$ cat config.mk
export PLATFORM = sky130hd
export DESIGN_NAME = reg_display_scheduler_flat
export DESIGN_NICKNAME = d
export VERILOG_FILES = /design/src/rtl/reg_display_pkg.sv /design/src/rtl/reg_display_scheduler_if.sv /design/src/rtl/reg_display_scheduler_bin2bcd_seq.sv /design/src/rtl/reg_display_scheduler.sv /design/src/flat_wrapper.sv
export SDC_FILE = /design/constraint.sdc
export NUM_CORES = 1
export LEC_CHECK = 0
export BUFFER_PORTS_ARGS = -buffer_cell sky130_fd_sc_hd__buf_2
export CAP_MARGIN = 15
export CELL_PAD_IN_SITES_DETAIL_PLACEMENT = 1
export CELL_PAD_IN_SITES_GLOBAL_PLACEMENT = 1
export CORE_MARGIN = 4
export CORE_UTILIZATION = 48
export CTS_BUF_LIST = sky130_fd_sc_hd__clkbuf_4
export DETAILED_ROUTE_END_ITERATION = 8
export MAX_ROUTING_LAYER = met4
export PLACE_DENSITY = 0.94
export SYNTH_ARGS = -nofsm -noshare
export SYNTH_HDL_FRONTEND = slang
export SYNTH_SLANG_ARGS = --single-unit
$ cat constraint.sdc
create_clock -name clk -period 8.9 [get_ports clk]
set_clock_uncertainty 0.2 [all_clocks]
set_input_delay 1.335 -clock clk [delete_from_list [all_inputs] [get_ports clk]]
set_output_delay 1.335 -clock clk [all_outputs]
set_load 0.02 [all_outputs]
$ cat src/rtl/reg_display_pkg.sv
// +----------------------------------------------------------------------------+
// | Module      : reg_display_pkg                                              |
// | Description : Shared types and constants for the register display          |
// |               scheduler and its BCD converter.                             |
// | Revision    : 1.0  initial release                                         |
// +----------------------------------------------------------------------------+
`default_nettype none

package reg_display_pkg;

    localparam int DIGIT_W      = 4;
    localparam int MAX_MAG      = 999;
    localparam int STEP_H       = 100;
    localparam int STEP_T       = 10;
    localparam int MAG_W        = 10;
    localparam int DEF_NUM_REGS = 32;
    localparam int DEF_AW       = 5;

    typedef enum logic [2:0] {
        ST_IDLE     = 3'd0,
        ST_ADDR     = 3'd1,
        ST_SAMPLE   = 3'd2,
        ST_CONV_H   = 3'd3,
        ST_CONV_T   = 3'd4,
        ST_WAIT_LCD = 3'd5,
        ST_START    = 3'd6,
        ST_DWELL    = 3'd7
    } state_t;

    typedef enum logic [1:0] {
        PH_IDLE = 2'd0,
        PH_H    = 2'd1,
        PH_T    = 2'd2
    } bcd_phase_t;

endpackage

`default_nettype wire

$ cat src/rtl/reg_display_scheduler_if.sv
// +----------------------------------------------------------------------------+
// | Module      : reg_display_scheduler_if                                     |
// | Description : Register-file debug read port plus LCD print handshake.      |
// | Revision    : 1.0  initial release                                         |
// +----------------------------------------------------------------------------+
`default_nettype none

interface reg_display_scheduler_if
    import reg_display_pkg::*;
#(
    parameter int AW = DEF_AW,
    parameter int DW = 32
);
    logic [AW-1:0]      reg_addr;
    logic [DW-1:0]      reg_data;
    logic               lcd_busy;
    logic               lcd_start;
    logic               sign;
    logic [DIGIT_W-1:0] digit2;
    logic [DIGIT_W-1:0] digit1;
    logic [DIGIT_W-1:0] digit0;
    logic               ovf;

    modport master (
        output reg_addr, lcd_start, sign, digit2, digit1, digit0, ovf,
        input  reg_data, lcd_busy
    );

    modport slave (
        input  reg_addr, lcd_start, sign, digit2, digit1, digit0, ovf,
        output reg_data, lcd_busy
    );

endinterface

`default_nettype wire

$ cat src/rtl/reg_display_scheduler_bin2bcd_seq.sv
// +----------------------------------------------------------------------------+
// | Module      : bin2bcd_seq                                                  |
// | Description : Sequential 0..999 to 3-digit BCD converter (subtract loop).  |
// | Revision    : 1.0  initial release                                         |
// +----------------------------------------------------------------------------+
`default_nettype none

module bin2bcd_seq
    import reg_display_pkg::*;
(
    input  wire logic               clk,
    input  wire logic               rst,
    input  wire logic               i_start,
    input  wire logic [MAG_W-1:0]   i_mag,
    output logic                    o_hund_last,
    output logic                    o_done,
    output logic [DIGIT_W-1:0]      o_digit2,
    output logic [DIGIT_W-1:0]      o_digit1,
    output logic [DIGIT_W-1:0]      o_digit0
);

    bcd_phase_t          r_phase;
    bcd_phase_t          w_phase_next;
    logic [MAG_W-1:0]    r_mag;
    logic [DIGIT_W-1:0]  r_d2;
    logic [DIGIT_W-1:0]  r_d1;
    logic [DIGIT_W-1:0]  r_d0;
    logic                w_ge_h;
    logic                w_ge_t;

    assign w_ge_h      = (r_mag >= MAG_W'(STEP_H));
    assign w_ge_t      = (r_mag >= MAG_W'(STEP_T));
    assign o_hund_last = (r_phase == PH_H) && !w_ge_h;
    assign o_done      = (r_phase == PH_T) && !w_ge_t;
    assign o_digit2    = r_d2;
    assign o_digit1    = r_d1;
    assign o_digit0    = r_d0;

    always_comb begin
        w_phase_next = r_phase;
        case (r_phase)
            PH_IDLE: if (i_start) w_phase_next = PH_H;
            PH_H:    if (!w_ge_h) w_phase_next = PH_T;
            PH_T:    if (!w_ge_t) w_phase_next = PH_IDLE;
            default: w_phase_next = PH_IDLE;
        endcase
    end

    always_ff @(posedge clk) begin
        if (rst) begin
            r_phase <= PH_IDLE;
            r_mag   <= '0;
            r_d2    <= '0;
            r_d1    <= '0;
            r_d0    <= '0;
        end else begin
            r_phase <= w_phase_next;
            if (i_start) begin
                r_mag <= i_mag;
                r_d2  <= '0;
                r_d1  <= '0;
                r_d0  <= '0;
            end else if (r_phase == PH_H && w_ge_h) begin
                r_mag <= r_mag - MAG_W'(STEP_H);
                r_d2  <= r_d2 + DIGIT_W'(1);
            end else if (r_phase == PH_T) begin
                if (w_ge_t) begin
                    r_mag <= r_mag - MAG_W'(STEP_T);
                    r_d1  <= r_d1 + DIGIT_W'(1);
                end else begin
                    // remainder is below ten, so it is the units digit
                    r_d0 <= r_mag[DIGIT_W-1:0];
                end
            end
        end
    end

endmodule

`default_nettype wire

$ cat src/rtl/reg_display_scheduler.sv
// +----------------------------------------------------------------------------+
// | Module      : reg_display_scheduler                                        |
// | Description : Walks the register file, converts each value to sign + 3     |
// |               BCD digits and hands one print per dwell to the LCD.         |
// |               Option macro: REG_DISPLAY_SKIP_ZERO_EN (skip zero registers).|
// | Revision    : 1.0  initial release                                         |
// +----------------------------------------------------------------------------+
`default_nettype none

module reg_display_scheduler
    import reg_display_pkg::*;
#(
    parameter int DWELL_CYCLES = 100000000,
    parameter int NUM_REGS     = DEF_NUM_REGS,
    parameter int AW           = DEF_AW,
    parameter int DW           = 32
)(
    input  wire logic          clk,
    input  wire logic          reset,
    input  wire logic          enable,
    input  wire logic          hold,
    input  wire logic          manual_en,
    input  wire logic [AW-1:0] manual_addr,
    output logic               busy,
    reg_display_scheduler_if.master bus
);

    localparam int              DCW        = (DWELL_CYCLES > 2) ? $clog2(DWELL_CYCLES) : 1;
    localparam logic [DCW-1:0]  DWELL_LAST = DCW'(DWELL_CYCLES - 1);
    localparam logic [AW-1:0]   LAST_IDX   = AW'(NUM_REGS - 1);

    state_t              r_state;
    state_t              w_state_next;
    logic [AW-1:0]       r_index;
    logic [AW-1:0]       w_index_next;
    logic [AW-1:0]       w_index_inc;
    logic [DCW-1:0]      r_dwell;
    logic                r_busy;
    logic                r_sign_w;
    logic                r_ovf_w;
    logic                r_sign;
    logic                r_ovf;
    logic [DIGIT_W-1:0]  r_d2;
    logic [DIGIT_W-1:0]  r_d1;
    logic [DIGIT_W-1:0]  r_d0;
    logic                w_neg;
    logic [DW-1:0]       w_mag_full;
    logic                w_big;
    logic                w_expire;
    logic                w_bcd_start;
    logic                w_hund_last;
    logic                w_bcd_done;
    logic [DIGIT_W-1:0]  w_bcd_d2;
    logic [DIGIT_W-1:0]  w_bcd_d1;
    logic [DIGIT_W-1:0]  w_bcd_d0;
    logic                w_load_out;

    // 0x80000000 negates to itself and still compares as > 999
    assign w_neg       = bus.reg_data[DW-1];
    assign w_mag_full  = w_neg ? (~bus.reg_data + DW'(1)) : bus.reg_data;
    assign w_big       = (w_mag_full > DW'(MAX_MAG));
    assign w_index_inc = (r_index == LAST_IDX) ? '0 : r_index + AW'(1);
    assign w_expire    = (r_state == ST_DWELL) && (r_dwell == DWELL_LAST);
    assign w_load_out  = (r_state == ST_WAIT_LCD) && !bus.lcd_busy;

    bin2bcd_seq u_bcd (
        .clk         (clk),
        .rst         (reset),
        .i_start     (w_bcd_start),
        .i_mag       (w_mag_full[MAG_W-1:0]),
        .o_hund_last (w_hund_last),
        .o_done      (w_bcd_done),
        .o_digit2    (w_bcd_d2),
        .o_digit1    (w_bcd_d1),
        .o_digit0    (w_bcd_d0)
    );

    always_comb begin
        w_state_next = r_state;
        w_index_next = r_index;
        w_bcd_start  = 1'b0;
        case (r_state)
            ST_IDLE:     if (enable) w_state_next = ST_ADDR;
            ST_ADDR:     w_state_next = ST_SAMPLE;
            ST_SAMPLE: begin
`ifdef REG_DISPLAY_SKIP_ZERO_EN
                if (bus.reg_data == '0 && !manual_en) begin
                    w_index_next = w_index_inc;
                    w_state_next = ST_ADDR;
                end else
`endif
                if (w_big) begin
                    w_state_next = ST_WAIT_LCD;
                end else begin
                    w_bcd_start  = 1'b1;
                    w_state_next = ST_CONV_H;
                end
            end
            ST_CONV_H:   if (w_hund_last) w_state_next = ST_CONV_T;
            ST_CONV_T:   if (w_bcd_done) w_state_next = ST_WAIT_LCD;
            ST_WAIT_LCD: if (!bus.lcd_busy) w_state_next = ST_START;
            ST_START:    w_state_next = ST_DWELL;
            ST_DWELL: begin
                if (w_expire) begin
                    if (!enable) begin
                        w_state_next = ST_IDLE;
                    end else begin
                        w_state_next = ST_ADDR;
                        if (manual_en)  w_index_next = manual_addr;
                        else if (!hold) w_index_next = w_index_inc;
                    end
                end
            end
            default:     w_state_next = ST_IDLE;
        endcase
    end

    always_ff @(posedge clk) begin
        if (reset) begin
            r_state  <= ST_IDLE;
            r_index  <= '0;
            r_dwell  <= '0;
            r_busy   <= 1'b0;
            r_sign_w <= 1'b0;
            r_ovf_w  <= 1'b0;
            r_sign   <= 1'b0;
            r_ovf    <= 1'b0;
            r_d2     <= '0;
            r_d1     <= '0;
            r_d0     <= '0;
        end else begin
            r_state <= w_state_next;
            r_index <= w_index_next;
            r_busy  <= (w_state_next != ST_IDLE);
            r_dwell <= (r_state == ST_DWELL && !w_expire) ? r_dwell + DCW'(1) : '0;
            if (r_state == ST_SAMPLE) begin
                r_sign_w <= w_neg;
                r_ovf_w  <= w_big;
            end
            // outputs change only on entry to START and then hold until the next print
            if (w_load_out) begin
                r_sign <= r_sign_w;
                r_ovf  <= r_ovf_w;
                r_d2   <= r_ovf_w ? DIGIT_W'(9) : w_bcd_d2;
                r_d1   <= r_ovf_w ? DIGIT_W'(9) : w_bcd_d1;
                r_d0   <= r_ovf_w ? DIGIT_W'(9) : w_bcd_d0;
            end
        end
    end

    assign busy          = r_busy;
    assign bus.reg_addr  = r_index;
    assign bus.lcd_start = (r_state == ST_START);
    assign bus.sign      = r_sign;
    assign bus.ovf       = r_ovf;
    assign bus.digit2    = r_d2;
    assign bus.digit1    = r_d1;
    assign bus.digit0    = r_d0;

endmodule

`default_nettype wire

$ cat src/flat_wrapper.sv
// flat-port wrapper written by rule: the top's interface ports become plain ports
module reg_display_scheduler_flat import reg_display_pkg::*;
#(
    parameter int DWELL_CYCLES = 100000000,
    parameter int NUM_REGS     = DEF_NUM_REGS,
    parameter int AW           = DEF_AW,
    parameter int DW           = 32
)
  (clk, reset, enable, hold, manual_en, manual_addr, busy, bus_reg_addr, bus_lcd_start, bus_sign, bus_digit2, bus_digit1, bus_digit0, bus_ovf, bus_reg_data, bus_lcd_busy);
  reg_display_scheduler_if #(.AW(AW), .DW(DW)) bus_i ();
  input  wire logic clk;
  input  wire logic reset;
  input  wire logic enable;
  input  wire logic hold;
  input  wire logic manual_en;
  input  wire logic [AW-1:0] manual_addr;
  output logic busy;
  output wire logic [$bits(bus_i.reg_addr)-1:0] bus_reg_addr;
  output wire logic [$bits(bus_i.lcd_start)-1:0] bus_lcd_start;
  output wire logic [$bits(bus_i.sign)-1:0] bus_sign;
  output wire logic [$bits(bus_i.digit2)-1:0] bus_digit2;
  output wire logic [$bits(bus_i.digit1)-1:0] bus_digit1;
  output wire logic [$bits(bus_i.digit0)-1:0] bus_digit0;
  output wire logic [$bits(bus_i.ovf)-1:0] bus_ovf;
  input wire logic [$bits(bus_i.reg_data)-1:0] bus_reg_data;
  input wire logic [$bits(bus_i.lcd_busy)-1:0] bus_lcd_busy;
  assign bus_reg_addr = bus_i.reg_addr;
  assign bus_lcd_start = bus_i.lcd_start;
  assign bus_sign = bus_i.sign;
  assign bus_digit2 = bus_i.digit2;
  assign bus_digit1 = bus_i.digit1;
  assign bus_digit0 = bus_i.digit0;
  assign bus_ovf = bus_i.ovf;
  assign bus_i.reg_data = bus_reg_data;
  assign bus_i.lcd_busy = bus_lcd_busy;
  reg_display_scheduler #(.DWELL_CYCLES(DWELL_CYCLES), .NUM_REGS(NUM_REGS), .AW(AW), .DW(DW)) u_core (.clk(clk), .reset(reset), .enable(enable), .hold(hold), .manual_en(manual_en), .manual_addr(manual_addr), .busy(busy), .bus(bus_i));
endmodule
# Word level (Yosys, flattened, before mapping)
# Cells that the tools add are included.
dict set report classes {
  n_addsub 7
  n_eq_ne 15
  muxes 25
  n_reduce_logical 22
  n_bitwise 4
  n_lt_le_gt_ge 3
}
# cell count
set ops {}
lappend ops {{10-bit 2-to-1 mux} 4}
lappend ops {{32-bit by 1-bit adder with 32-bit output (second input constant)} 1}
lappend ops {{32-bit by 10-bit > comparator with 1-bit output (second input constant)} 1}
lappend ops {{32-bit 2-to-1 mux} 1}
lappend ops {{32-bit NOT} 1}
lappend ops {{27-bit by 1-bit adder with 27-bit output (second input constant)} 1}
lappend ops {{27-bit == test (second input constant)} 1}
lappend ops {{3-bit case mux with 8 select lines} 1}
lappend ops {{3-bit 2-to-1 mux} 6}
lappend ops {{5-bit 2-to-1 mux} 3}
lappend ops {{3-bit == test (second input constant)} 4}
lappend ops {{4-bit 2-to-1 mux} 3}
lappend ops {{10-bit by 4-bit >= comparator with 1-bit output (second input constant)} 1}
lappend ops {{10-bit by 7-bit >= comparator with 1-bit output (second input constant)} 1}
lappend ops {{10-bit by 4-bit subtractor with 10-bit output (second input constant)} 1}
lappend ops {{10-bit by 7-bit subtractor with 10-bit output (second input constant)} 1}
lappend ops {{3-bit AND reduction} 3}
lappend ops {{3-bit nonzero test} 3}
lappend ops {{4-bit by 1-bit adder with 4-bit output (second input constant)} 2}
lappend ops {{3-bit by 2-bit == test with 1-bit output (second input constant)} 2}
lappend ops {{1-bit logical AND} 6}
lappend ops {{2-bit 2-to-1 mux} 3}
lappend ops {{2-bit != test (second input constant)} 3}
lappend ops {{2-bit case mux with 3 select lines} 1}
lappend ops {{other kinds (14)} 22}
dict set report totals {
  regBits 76
  output_inout_bits 21
  word_cells 92
}

# Logic depth before layout (Yosys ltp)
# Gate-level depths: netlist (run 1).
dict set report logic_depth {
  ltp_word 8
  depth_mapped 11
}

# Hierarchy
# From an unflattened synthesis (run 1), not the netlist that was laid out.
dict set report unflattened {
  hier_cells 605
  area_unflattened_um2 4803.4
}
# module cells_each area_per_inst_um2 instances seq_area_each_um2
set by_module_without_submodules {}
lappend by_module_without_submodules {reg_display_scheduler 438 3370.7 1 1041.0}
lappend by_module_without_submodules {bin2bcd_seq 167 1432.6 1 480.5}

# Least setup slack after synthesis (run 1)
# Ideal clock, no wire load.
dict set report synth_timing {
  path_kind {input to register}
  from {input bus_reg_data[4]}
  to {register u_core.u_bcd.r_mag[2]}
  setup_ps 87
  n_path_buf 2
  cell_stages 10
  slack_ps 4789
  t_required_ps 8613
  arrival_ps 3824
  cell_sequence {buf_2 or4_1 buf_4 or4_4 nor2_2 a21oi_2 o41ai_4 nand4_2 or4_1 o31ai_1}
}
dict set report synth_between {
  elab_chain_cells 8
}
# item line
set synth_rtl {}
lappend synth_rtl {{from (decl)} flat_wrapper.sv:25} ;# input wire logic [$bits(bus_i.reg_data)-1:0] bus_reg_data;
lappend synth_rtl {{32-bit NOT} reg_display_scheduler.sv:60} ;# assign w_mag_full = w_neg ? (~bus.reg_data + DW'(1)) : bus.reg_data;
lappend synth_rtl {{32-bit by 1-bit adder with 32-bit output} reg_display_scheduler.sv:60}
lappend synth_rtl {{32-bit 2-to-1 mux (*)} reg_display_scheduler.sv:60}
lappend synth_rtl {{32-bit by 10-bit > comparator with 1-bit output (*)} reg_display_scheduler.sv:61} ;# assign w_big = (w_mag_full > DW'(MAX_MAG));
lappend synth_rtl {{1-bit 2-to-1 mux (*)} reg_display_scheduler.sv:92} ;# if (w_big) begin
lappend synth_rtl {{1-bit 2-to-1 mux (*)} reg_display_scheduler.sv:82} ;# case (r_state)
lappend synth_rtl {{3-bit nonzero test (no source line)} --}
lappend synth_rtl {{2-bit AND reduction (no source line)} --}
lappend synth_rtl {{to (signal assigned)} reg_display_scheduler_bin2bcd_seq.sv:59} ;# r_mag <= i_mag;
lappend synth_rtl {{to (signal assigned)} reg_display_scheduler_bin2bcd_seq.sv:64} ;# r_mag <= r_mag - MAG_W'(STEP_H);
lappend synth_rtl {{to (signal assigned)} reg_display_scheduler_bin2bcd_seq.sv:68} ;# r_mag <= r_mag - MAG_W'(STEP_T);
lappend synth_rtl {{to (decl)} reg_display_scheduler_bin2bcd_seq.sv:24} ;# logic [MAG_W-1:0] r_mag;
# Mark *: on every way between the ends. The rest lies on a longest branch, timed or not.
# A chain may end at the register's enable or synchronous reset.

# Worst setup path after layout (run 1)
dict set report layout_timing {
  from {input bus_reg_data[5]}
  to {register u_core.u_bcd.r_mag[1]}
}
# The elaborated chain is that of the path after synthesis.

==> summary.txt, run 1 <==
Clock network
  – Setup bufs post-CTS: 0
  – Clock tree from TritonCTS: done
  – TritonCTS Sinks: 76
  – Cts bufs inserted: 9
  – Number of levels in the clock H-tree: 3
  – # hold bufs at CTS: 0
  – Resized cells post-CTS: 0
  – Latest clock arrival within the worst-skew pair: roughly 0.44 ns
  – Clock transition at the register clock pins on the worst setup and hold paths after CTS: roughly 0.14 ns
  – Cell at the root of the clock tree: sky130_fd_sc_hd__clkbuf_4
  – Max Root-Sink Buffers: 2

Floorplan
  – Area enclosed by the die boundary: roughly 11000 um^2
  – Chip width: about 110 um
  – Starting density of the core: 0.499
  – Num ports: 64
  – Die extent in y: 107 um
  – Std-Cell Core Area: 9370 um^2
  – Std-Cell Rows: 35

Drt
  – Iter 0 DRT Violations: 258
  – Post-Route WL: 14100 um
  – Overall via count from detail_route: roughly 4700
  – Average vias per placed instance: 6.05
  – Remaining design rule violation count: 0
  – Iteration count of the initial detailed-routing pass: 5
  – Routed wire length per instance: 18.2 um
  – Antenna Nets Post-Route: 0

Pwr
  – Power Internal: 455 uW
  – Clock power share: 0.357
  – Switch share: 0.288
  – Power dissipated by switching net loads: 184 uW
  – Seq pwr share: 0.539
  – Power density over the cells: 123 nW/um^2
  – Peak supply drop: 0.0726 mV
  – Part of the power in combinational logic: 0.104
  – Static leakage: 1.87 nW

GRT
  – Via count of the first global-routing pass: 4892
  – Total routing usage reported by global routing: 0.255
  – Maximum number of pins on one net before global-route repair: between 50 and 60
  – Number of antenna violations at the first check in global routing: 0
  – Residual overflow from global routing: 0
  – First-pass GRT wire length: 23400 um

Worst setup path
  – Endpoint class of the critical path: flop
  – Highest fanout seen on the critical path: 23
  – Critical path required time: 8.99 ns
  – Kind of critical path: input pin to flop
  – Category of the worst setup path launch point: input pin
  – Worst-case reg-to-reg path depth: 10
  – Data arrival time of the critical path: 4.68 ns

Cells and area
  – Area of the multi-input gates: about 3000 um^2
  – Share of final-layout standard cells stronger than drive strength 1: 0.154
  – Final cell count without fillers: 773
  – Most used cells in the layout excluding fill and tap cells: sky130_fd_sc_hd__nor2_1 (80), sky130_fd_sc_hd__dfxtp_1 (76), sky130_fd_sc_hd__buf_2 (63)
  – Final net count: roughly 700
  – Post-synthesis to final-layout area growth: 10.9%
  – Leading cell type in the layout, fill and taps excluded: sky130_fd_sc_hd__nor2_1
  – Footprint of the flip-flops and latches: 1520 um^2
  – Fill cell instance count of the final layout: 1224

Placement
  – Placed wire-length estimate: 10500 um
  – Number of I/O port buffers: 63
  – Number of cells after detailed placement: between 700 and 800
  – RePlAce Congestion: 0.920

STA
  – Worst slew pin tran: 1.01 ns
  – Final Hold Violating Endpoints: 0
  – Post-route setup TNS: 0 ns
  – Min cycle time layout: approximately 4.6 ns
  – Highest Clock Rate: around 220 MHz
  – Final count of pins violating max slew: 0
  – Total of endpoints with negative setup slack in the final report: 0
  – Worst slew margin relative to its limit: 0.327
  – Share of the clock period used by the worst path: 0.516
  – RSZ-0062 raised after global routing: no

Yosys
  – Async set or reset register ratio after synthesis: 0
  – Synth Cell Area: between 4000 and 5000 um^2
  – Syn Inst Count: 595
  – Leading register cell type out of synthesis: sky130_fd_sc_hd__dfxtp_1
  – Synth unique cells: 65
  – Syn Nets: roughly 650
  – Post-synthesis register bit count: 76
  – Average cell area after synthesis: 7.85 um^2
  – Synth warn: 0
  – Sequential area share after synthesis: 0.326
  – Number of enable-type register cells in the synthesized netlist: 0

Hold path
  – Worst hold-check path type: flop to flop
  – Number of cells on the worst hold path: 2

Status
  – Result of the run: finished, final reports clean

Flow run
  – Max-Cap Viols: 0
-- flip-flops by register name, summed over array words and instances (netlist names) --
name,cells
u_core.bus.digit0,4
u_core.bus.digit1,4
u_core.bus.digit2,4
u_core.bus.ovf,1
u_core.bus.reg_addr,5
u_core.bus.sign,1
u_core.busy,1
u_core.r_dwell,27
u_core.r_ovf_w,1
u_core.r_sign_w,1
u_core.r_state,3
u_core.u_bcd.o_digit0,4
u_core.u_bcd.o_digit1,4
u_core.u_bcd.o_digit2,4
u_core.u_bcd.r_mag,10
u_core.u_bcd.r_phase,2
-- worst paths after layout --
path         slack (ns)                    end             startpoint
max                4.31  u_core.u_bcd.r_mag[1]        bus_reg_data[5]
min                0.26   u_core.bus.digit1[1]   u_core.bus.digit1[1]
max reg2reg        5.73  u_core.u_bcd.r_mag[9]  u_core.u_bcd.r_mag[2]
min reg2reg        0.26   u_core.bus.digit1[1]   u_core.bus.digit1[1]
-- power groups by stage --
| stage | Combinational [mW] | Clock [mW] | Sequential (mW) |
|---|---|---|---|
| 2_1_floorplan | 0.0397 | 0 | 0.350 |
| 3_3_place_gp | 0.0626 | 0 | 0.352 |
| 3_5_place_dp | 0.0655 | 0 | 0.352 |
| 4_1_cts | 0.0659 | 0.230 | 0.344 |
| 5_1_grt | 0.0727 | 0.247 | 0.345 |
| 6_report | 0.0667 | 0.228 | 0.344 |
-- cell type report --
class,instances,share of cell area
repair buffers,65,0.0637
diodes,1,0.000483
multi-input cells,468,0.569
well taps,129,0.0311
inverters,18,0.0130
clock buffers,9,0.0130
clock inverters,7,0.0159
flip-flops and latches,76,0.294
-- through the flow --
stage	utilization	total power, mW	cell area, um^2	hold slack [ns]	setup slack, ns
5_1_grt	0.553	0.665	5180	0.291	4.08
6_report	0.553	0.639	5180	0.262	4.31
3_3_place_gp	0.537	0.414	5030	0.239	4.07
2_1_floorplan	-	0.390	4670	0.224	4.79
3_5_place_dp	0.537	0.417	5030	0.245	3.87
4_1_cts	0.553	0.640	5180	0.264	4.34
-- cells by family after synthesis --
| logic type | share of synthesized area |
|---|---|
| XOR/XNOR | 0.0881 |
| adder cells (fa/ha/maj) | 0.0295 |
| AO/OA/AOI/OAI | 0.164 |
| buffers and inverters | 0.0431 |
| AND/OR/NAND/NOR | 0.333 |
| flip-flops | 0.326 |
| multiplexers | 0.0171 |
-- cells in the mapped netlist, types with 5 or more instances --
library cell | instances | area share
sky130_fd_sc_hd__nor2_1 | 80 | 0.064
sky130_fd_sc_hd__dfxtp_1 | 76 | 0.33
sky130_fd_sc_hd__nor3_1 | 44 | 0.047
sky130_fd_sc_hd__nand2_1 | 42 | 0.034
sky130_fd_sc_hd__a21oi_1 | 32 | 0.034
sky130_fd_sc_hd__xor2_1 | 31 | 0.058
sky130_fd_sc_hd__clkbuf_1 | 26 | 0.021
sky130_fd_sc_hd__nand3_1 | 24 | 0.026
sky130_fd_sc_hd__inv_1 | 18 | 0.014
sky130_fd_sc_hd__nor4_1 | 16 | 0.021
sky130_fd_sc_hd__xnor2_1 | 16 | 0.030
sky130_fd_sc_hd__o21ai_0 | 14 | 0.015
sky130_fd_sc_hd__ha_1 | 11 | 0.029
sky130_fd_sc_hd__o31ai_1 | 11 | 0.018
sky130_fd_sc_hd__and3_1 | 10 | 0.013
sky130_fd_sc_hd__nand4_1 | 10 | 0.013
sky130_fd_sc_hd__or3_1 | 10 | 0.013
sky130_fd_sc_hd__or4_1 | 10 | 0.016
sky130_fd_sc_hd__mux2i_1 | 8 | 0.017
sky130_fd_sc_hd__a211oi_1 | 7 | 0.011
sky130_fd_sc_hd__nand3b_1 | 7 | 0.011
sky130_fd_sc_hd__and4_1 | 6 | 0.011
sky130_fd_sc_hd__a311oi_1 | 5 | 0.0094
sky130_fd_sc_hd__nor3b_1 | 5 | 0.0080
-- critical path, stage by stage --
cell	delay [ns]
sky130_fd_sc_hd__buf_2	0.14
sky130_fd_sc_hd__or4_1	0.69
sky130_fd_sc_hd__nor4_4	0.55
sky130_fd_sc_hd__o22ai_1	0.16
sky130_fd_sc_hd__a221o_1	0.38
sky130_fd_sc_hd__nor2b_1	0.14
sky130_fd_sc_hd__nand4_1	0.26
sky130_fd_sc_hd__nor2_2	0.85
sky130_fd_sc_hd__a211oi_1	0.18
-- routing by layer --
metal / vias up / wire, um / part of all wire / track usage
li1: 2265 / - / - / -
met3: 25 / 574 / 0.041 / 0.0403
met4: 0 / 216 / 0.015 / 0.0667
met1: 2287 / 5920 / 0.42 / 0.296
met2: 103 / 7400 / 0.52 / 0.460
met5: - / 0 / 0 / -
No activity file was read; power rests on OpenSTA's default activity.
==> inputs of run 2 (changes only) <==
--- a/config.mk
+++ b/config.mk
@@ -10,11 +10,11 @@
 export CELL_PAD_IN_SITES_DETAIL_PLACEMENT = 1
 export CELL_PAD_IN_SITES_GLOBAL_PLACEMENT = 1
 export CORE_MARGIN = 4
-export CORE_UTILIZATION = 48
+export CORE_UTILIZATION = 40
 export CTS_BUF_LIST = sky130_fd_sc_hd__clkbuf_4
 export DETAILED_ROUTE_END_ITERATION = 8
 export MAX_ROUTING_LAYER = met4
-export PLACE_DENSITY = 0.94
+export PLACE_DENSITY = 0.84
 export SYNTH_ARGS = -nofsm -noshare
 export SYNTH_HDL_FRONTEND = slang
 export SYNTH_SLANG_ARGS = --single-unit
==> constraint.sdc (replaced) <==
create_clock -name clk -period 3.7 [get_ports clk]
set_clock_uncertainty 0.2 [all_clocks]
set_input_delay 0.555 -clock clk [delete_from_list [all_inputs] [get_ports clk]]
set_output_delay 0.555 -clock clk [all_outputs]
set_load 0.02 [all_outputs]
==> summary.txt, run 2 (synthesized netlist as in run 1, its figures left out) <==
Worst setup path
  – Combined buffer and inverter count along the critical path: 1 (unchanged)
  – Kind of critical path: input pin to flop (unchanged)
  – Endpoint class of the critical path: flop (unchanged)
  – Cell type group with the largest total delay on the critical path: simple AND/OR/NAND/NOR gates (unchanged)
  – Largest stage delay, worst path: 0.71 ns (was 0.85 ns)
  – Highest fanout seen on the critical path: 8 (was 23)
  – Cell at the slowest stage of the critical path: sky130_fd_sc_hd__or4_1 (was sky130_fd_sc_hd__nor2_2)
  – Category of the worst setup path launch point: input pin (unchanged)
  – Most Frequent Cell on Critical Path: sky130_fd_sc_hd__or4_1
  – Data arrival time of the critical path: 3.41 ns (was 4.68 ns)
  – Critical path required time: 3.82 ns (was 8.99 ns)
  – Cell-by-cell listing of the critical path: buf_2 -> or4_1 -> or4_4 -> nor2_2 -> a21oi_2 -> o41ai_4 -> nand4_2 -> or4_1 -> o31ai_1 (was buf_2 -> or4_1 -> nor4_4 -> o22ai_1 -> a221o_1 -> nor2b_1 -> nand4_1 -> nor2_2 -> a211oi_1)

STA
  – RSZ-0062 raised after global routing: no (unchanged)
  – Post-route setup TNS: 0 ns (unchanged)
  – Final count of pins violating max slew: 0 (unchanged)
  – Min cycle time layout: approximately 3.3 ns
  – Worst slew margin relative to its limit: 0.382 (was 0.327)
  – Highest Clock Rate: just over 300 MHz
  – Worst slew pin tran: 0.927 ns (was 1.01 ns)
  – Final Hold Violating Endpoints: 0 (unchanged)
  – Total of endpoints with negative setup slack in the final report: 0 (unchanged)
  – Share of the clock period used by the worst path: 0.891

Clock network
  – Cell at the root of the clock tree: sky130_fd_sc_hd__clkbuf_4 (unchanged)
  – Setup bufs post-CTS: 0 (unchanged)
  – Latest clock arrival within the worst-skew pair: 0.40 ns (was 0.44 ns)
  – Max Root-Sink Buffers: 2 (unchanged)
  – Number of levels in the clock H-tree: 3 (unchanged)
  – Clock tree from TritonCTS: done (unchanged)
  – Clock transition at the register clock pins on the worst setup and hold paths after CTS: 0.11 ns (was 0.14 ns)
  – Resized cells post-CTS: 0 (unchanged)
  – TritonCTS Sinks: 76 (unchanged)
  – Cts bufs inserted: 9 (unchanged)
  – # hold bufs at CTS: 0 (unchanged)

GRT
  – Number of antenna violations at the first check in global routing: 1 (was 0)
  – Total routing usage reported by global routing: 0.212 (was 0.255)
  – Maximum number of pins on one net before global-route repair: 42 (was 55)
  – Via count of the first global-routing pass: 4783 (was 4892)
  – Residual overflow from global routing: 0 (unchanged)
  – First-pass GRT wire length: 22800 um (was 23400 um)

Floorplan
  – Std-Cell Rows: 39 (was 35)
  – Area enclosed by the die boundary: 13500 um^2 (was 11400 um^2)
  – Num ports: 64 (unchanged)
  – Chip width: 116 um (was 107 um)
  – Std-Cell Core Area: 11400 um^2 (was 9370 um^2)
  – Starting density of the core: 0.409 (was 0.499)
  – Die extent in y: 116 um (was 107 um)

Placement
  – RePlAce Congestion: 0.945 (was 0.920)
  – Placed wire-length estimate: 10500 um (about the same)
  – Number of I/O port buffers: 63 (unchanged)

Cells and area
  – Register containing the most flip-flops in the final layout: u_core.r_dwell (unchanged)
  – Leading cell type in the layout, fill and taps excluded: sky130_fd_sc_hd__nor2_1 (unchanged)
  – Post-synthesis to final-layout area growth: 13.9% (was 10.9%)
  – Most used cells in the layout excluding fill and tap cells: sky130_fd_sc_hd__nor2_1 (80), sky130_fd_sc_hd__dfxtp_1 (76), sky130_fd_sc_hd__buf_2 (63) (unchanged)
  – Final net count: 706 (was 692)
  – Final cell utilization of the core: 0.466 (was 0.553)
  – Share of final-layout standard cells stronger than drive strength 1: 0.167 (was 0.154)
  – Number of flip-flops in the largest register: 27 (unchanged)

Drt
  – Remaining design rule violation count: 0 (unchanged)
  – Post-Route WL: 13800 um (was 14100 um)
  – Iteration count of the initial detailed-routing pass: 4 (was 5)
  – Overall via count from detail_route: 4703 (was 4680)
  – Routed wire length per instance: 17.2 um (was 18.2 um)
  – Iter 0 DRT Violations: 163 (was 258)
  – Average vias per placed instance: 5.87 (was 6.05)
  – Antenna Nets Post-Route: 0 (unchanged)

Flow run
  – Max-Cap Viols: 0 (unchanged)

Hold path
  – Worst hold-check path type: input pin to flop (was flop to flop)

Pwr
  – Peak supply drop: 0.215 mV (was 0.0726 mV)
  – Power density over the cells: 291 nW/um^2 (was 123 nW/um^2)
  – Static leakage: 1.95 nW (was 1.87 nW)

Status
  – Result of the run: finished, final reports clean (unchanged)
==> run 2: cell type report <==
| class | count | area, um^2 |
|---|---|---|
| fill | 1467 | 6100 |
| multi-input combinational | 468 | 2950 |
| sequential | 76 | 1520 |
| timing repair buffer | 79 | 448 |
| tap | 143 | 179 |
| clock inverter | 6 | 78.8 |
| clock buffer | 10 | 75.1 |
| inverter | 18 | 67.6 |
| antenna | 1 | 2.50 |
==> run 2: final timing paths <==
check / slack (ns) / to / depth (start not counted) / start
max: 0.40 / u_core.u_bcd.r_mag[8] / 9 / bus_reg_data[9]
min: 0.25 / u_core.u_bcd.r_mag[0] / 3 / bus_reg_data[0]
max reg2reg: 0.68 / u_core.bus.reg_addr[3] / 8 / u_core.r_dwell[2]
min reg2reg: 0.26 / u_core.bus.sign / 2 / u_core.bus.sign
==> run 2: through the flow <==
stage | total power [mW] | area, um^2 | std cells | hold slack (ns) | setup WS, ns
6_report | 1.55 | 5320 | 801 | 0.253 | 0.405
5_1_grt | 1.62 | 5320 | 801 | 0.251 | 0.282
4_1_cts | 1.56 | 5320 | 800 | 0.228 | 0.413
3_5_place_dp | 1.01 | 5170 | 784 | 0.246 | 0.00843
3_3_place_gp | 1.00 | 5170 | 784 | 0.239 | 0.0833
2_1_floorplan | 0.938 | 4670 | 595 | 0.224 | 0.369
==> run 2: routing by layer <==
metal,global-route usage,part of all wire,up-vias
met2,0.359,0.48,139
met3,0.0316,0.048,33
met1,0.254,0.45,2241
li1,-,-,2290
met4,0.0835,0.024,0
met5,-,0,-
==> run 2: report_power, final <==
group	internal [mW]	switching, mW
Clock	0.276	0.280
Combinational	0.0619	0.106
Sequential	0.821	0.00583
Total	1.16	0.391
==> run 2: worst register-to-register path: cells and delay by family, from the launching register on <==
family | cells | cell delay [ns]
AOI/OAI and AO/OA | 2 | 0.42
DFF | 1 | 0.42
and+or+nand+nor | 6 | 1.90
==> inputs of run 3 (changes only) <==
--- a/config.mk
+++ b/config.mk
@@ -5,7 +5,7 @@
 export SDC_FILE = /design/constraint.sdc
 export NUM_CORES = 1
 export LEC_CHECK = 0
-export BUFFER_PORTS_ARGS = -buffer_cell sky130_fd_sc_hd__buf_2
+export BUFFER_PORTS_ARGS = -buffer_cell sky130_fd_sc_hd__buf_4
 export CAP_MARGIN = 15
 export CELL_PAD_IN_SITES_DETAIL_PLACEMENT = 1
 export CELL_PAD_IN_SITES_GLOBAL_PLACEMENT = 1
==> summary.txt, run 3 (synthesized netlist as in run 1, its figures left out) <==
Status
  – Result of the run: complete, but fails checks (was finished, final reports clean)
  – Violated checks: design-rule violations

Pwr
  – Seq pwr share: 0.589 (was 0.534)
  – Static leakage: 1.96 nW (was 1.95 nW)
  – Power dissipated by switching net loads: 375 uW (was 391 uW)
  – Peak supply drop: 0.144 mV (was 0.215 mV)
  – Switch share: 0.268 (was 0.252)
  – Power density over the cells: 260 nW/um^2 (was 291 nW/um^2)
  – Clock power share: 0.284 (was 0.358)
  – Part of the power in combinational logic: 0.126 (was 0.108)
  – Total Power Consumption: 1.40 mW (was 1.55 mW)
  – Power Internal: 1.03 mW (was 1.16 mW)

STA
  – Final count of pins violating max slew: 0 (unchanged)
  – Final worst-path setup slack: 0.396 ns (was 0.405 ns)
  – Total of endpoints with negative setup slack in the final report: 0 (unchanged)
  – Min cycle time layout: 3.30 ns (about the same)
  – Worst hold margin: 0.224 ns (was 0.253 ns)
  – Worst slew margin relative to its limit: 0.375 (was 0.382)
  – Worst slew pin tran: 0.931 ns (was 0.927 ns)
  – Post-route setup TNS: 0 ns (unchanged)
  – Share of the clock period used by the worst path: 0.893 (was 0.891)
  – Highest Clock Rate: 303 MHz (about the same)
  – RSZ-0062 raised after global routing: no (unchanged)
  – Final Hold Violating Endpoints: 0 (unchanged)

Clock network
  – Setup bufs post-CTS: 0 (unchanged)
  – Cts bufs inserted: 9 (unchanged)
  – Clock tree from TritonCTS: done (unchanged)
  – Cell at the root of the clock tree: sky130_fd_sc_hd__clkbuf_4 (unchanged)
  – Resized cells post-CTS: 0 (unchanged)
  – Max Root-Sink Buffers: 2 (unchanged)
  – # hold bufs at CTS: 0 (unchanged)
  – Clock transition at the register clock pins on the worst setup and hold paths after CTS: 0.10 ns (was 0.11 ns)
  – Latest clock arrival within the worst-skew pair: 0.42 ns (was 0.40 ns)
  – Number of levels in the clock H-tree: 3 (unchanged)
  – TritonCTS Sinks: 76 (unchanged)

Worst setup path
  – Critical path required time: 3.83 ns (was 3.82 ns)
  – Endpoint class of the critical path: flop (unchanged)
  – Capture instance of the worst register-to-register path: u_core.bus.reg_addr[3] (unchanged)
  – Highest fanout seen on the critical path: 7 (was 8)
  – Worst-case reg-to-reg path depth: 8 (unchanged)
  – Data arrival time of the critical path: 3.44 ns (was 3.41 ns)
  – Critical path startpoint: bus_reg_data[5] (was bus_reg_data[9])
  – Reg2Reg Launch Point: u_core.r_dwell[0] (was u_core.r_dwell[2])
  – Reg2Reg Setup Slack: 0.60 ns (was 0.68 ns)
  – Category of the worst setup path launch point: input pin (unchanged)
  – Kind of critical path: input pin to flop (unchanged)

Drt
  – Antenna Nets Post-Route: 0 (unchanged)
  – Iter 0 DRT Violations: 191 (was 163)
  – Average vias per placed instance: 5.83 (was 5.87)
  – Remaining design rule violation count: 1 (was 0)
  – Post-Route WL: 13200 um (was 13800 um)
  – Routed wire length per instance: 16.6 um (was 17.2 um)
  – Overall via count from detail_route: 4647 (was 4703)
  – Iteration count of the initial detailed-routing pass: 4 (unchanged)

Hold path
  – Hold Path Origin: bus_reg_data[0] (unchanged)
  – Worst hold path endpoint: u_core.u_bcd.r_mag[0] (unchanged)
  – Worst hold-check path type: input pin to flop (unchanged)
  – Number of cells on the worst hold path: 3 (unchanged)

GRT
  – Via count of the first global-routing pass: 4782 (was 4783)
  – Number of antenna violations at the first check in global routing: 0 (was 1)
  – Residual overflow from global routing: 0 (unchanged)
  – Maximum number of pins on one net before global-route repair: 55 (was 42)
  – First-pass GRT wire length: 22900 um (was 22800 um)
  – Total routing usage reported by global routing: 0.212 (about the same)

Cells and area
  – Number of flip-flops in the largest register: 27 (unchanged)
  – Most used cells in the layout excluding fill and tap cells: sky130_fd_sc_hd__nor2_1 (80), sky130_fd_sc_hd__buf_4 (76), sky130_fd_sc_hd__dfxtp_1 (76) (was sky130_fd_sc_hd__nor2_1 (80), sky130_fd_sc_hd__dfxtp_1 (76), sky130_fd_sc_hd__buf_2 (63))
  – Share of final-layout standard cells stronger than drive strength 1: 0.165 (was 0.167)
  – Register containing the most flip-flops in the final layout: u_core.r_dwell (unchanged)
  – Post-synthesis to final-layout area growth: 15.7% (was 13.9%)
  – Leading cell type in the layout, fill and taps excluded: sky130_fd_sc_hd__nor2_1 (unchanged)
  – Fill cell instance count of the final layout: 1437 (was 1467)
  – Final net count: 704 (was 706)

Floorplan
  – Chip width: 116 um (unchanged)
  – Area enclosed by the die boundary: 13500 um^2 (unchanged)
  – Std-Cell Rows: 39 (unchanged)
  – Std-Cell Core Area: 11400 um^2 (unchanged)
  – Num ports: 64 (unchanged)
  – Starting density of the core: 0.409 (unchanged)
  – Die extent in y: 116 um (unchanged)

Placement
  – RePlAce Congestion: 0.949 (was 0.945)
  – Number of I/O port buffers: 63 (unchanged)
  – Placed wire-length estimate: 10300 um (was 10500 um)
  – Place WS: -0.0385 ns (was 0.00843 ns)

Flow run
  – Max-Cap Viols: 0 (unchanged)
[run 3: changes by cell type in the layout (fill, tap and decap cells not counted)]
| cell | change |
|---|---|
| sky130_fd_sc_hd__buf_2 | -63 |
| sky130_fd_sc_hd__buf_4 | +61 |
| sky130_fd_sc_hd__clkinv_2 | +3 |
| sky130_fd_sc_hd__bufinv_16 | -2 |
| sky130_fd_sc_hd__clkinv_1 | -2 |
| sky130_fd_sc_hd__clkinvlp_4 | -1 |
[run 3: critical path, stage by stage]
cell                       delay [ns]
sky130_fd_sc_hd__buf_4           0.14
sky130_fd_sc_hd__or4_1           0.69
sky130_fd_sc_hd__nor4_4          0.36
sky130_fd_sc_hd__a311oi_1        0.13
sky130_fd_sc_hd__a31o_2          0.24
sky130_fd_sc_hd__nor4_2          0.37
sky130_fd_sc_hd__nand4_1         0.30
sky130_fd_sc_hd__or4_1           0.56
sky130_fd_sc_hd__o31ai_1         0.09
[run 3: how the worst max path moves through the flow]
stage                                       end  slack (ns)  depth (start not counted)
after detailed placement  u_core.u_bcd.r_mag[5]       -0.04                          9
after global routing      u_core.u_bcd.r_mag[5]        0.24                          9
final                     u_core.u_bcd.r_mag[5]        0.40                          9
after floorplan           u_core.u_bcd.r_mag[2]        0.37                         10
after CTS                 u_core.u_bcd.r_mag[5]        0.43                          9
after global placement    u_core.u_bcd.r_mag[2]        0.08                          9
[run 3: metrics by stage]
stage	utilization	std cells	instance area (um^2)
floorplan	-	595	4670
global placement	0.465	782	5310
detailed placement	0.465	782	5310
CTS	0.473	796	5400
global route	0.473	796	5400
finish	0.473	797	5410
[run 3: power by group through the flow]
stage	registers (mW)	clock network [mW]	logic, mW
floorplan	0.843	0	0.0955
global placement	0.846	0	0.169
detailed placement	0.846	0	0.175
CTS	0.827	0.422	0.176
global route	0.828	0.454	0.195
finish	0.827	0.399	0.177
[run 3: cell type report]
| class | count | area (um^2) | area share |
|---|---|---|---|
| diodes | 1 | 2.50 | 0.000463 |
| clock buffers | 10 | 75.1 | 0.0139 |
| clock inverters | 4 | 18.8 | 0.00347 |
| inverters | 18 | 67.6 | 0.0125 |
| multi-input cells | 468 | 2950 | 0.546 |
| flip-flops and latches | 76 | 1520 | 0.281 |
| well taps | 143 | 179 | 0.0331 |
| repair buffers | 77 | 591 | 0.109 |
[run 3: metal layers]
| metal | track usage | vias to the layer above | wire length (um) |
|---|---|---|---|
| li1 | - | 2279 | - |
| met1 | 0.269 | 2214 | 6140 |
| met2 | 0.352 | 127 | 6150 |
| met3 | 0.0295 | 27 | 657 |
| met4 | 0.0657 | 0 | 278 |
| met5 | - | - | 0 |
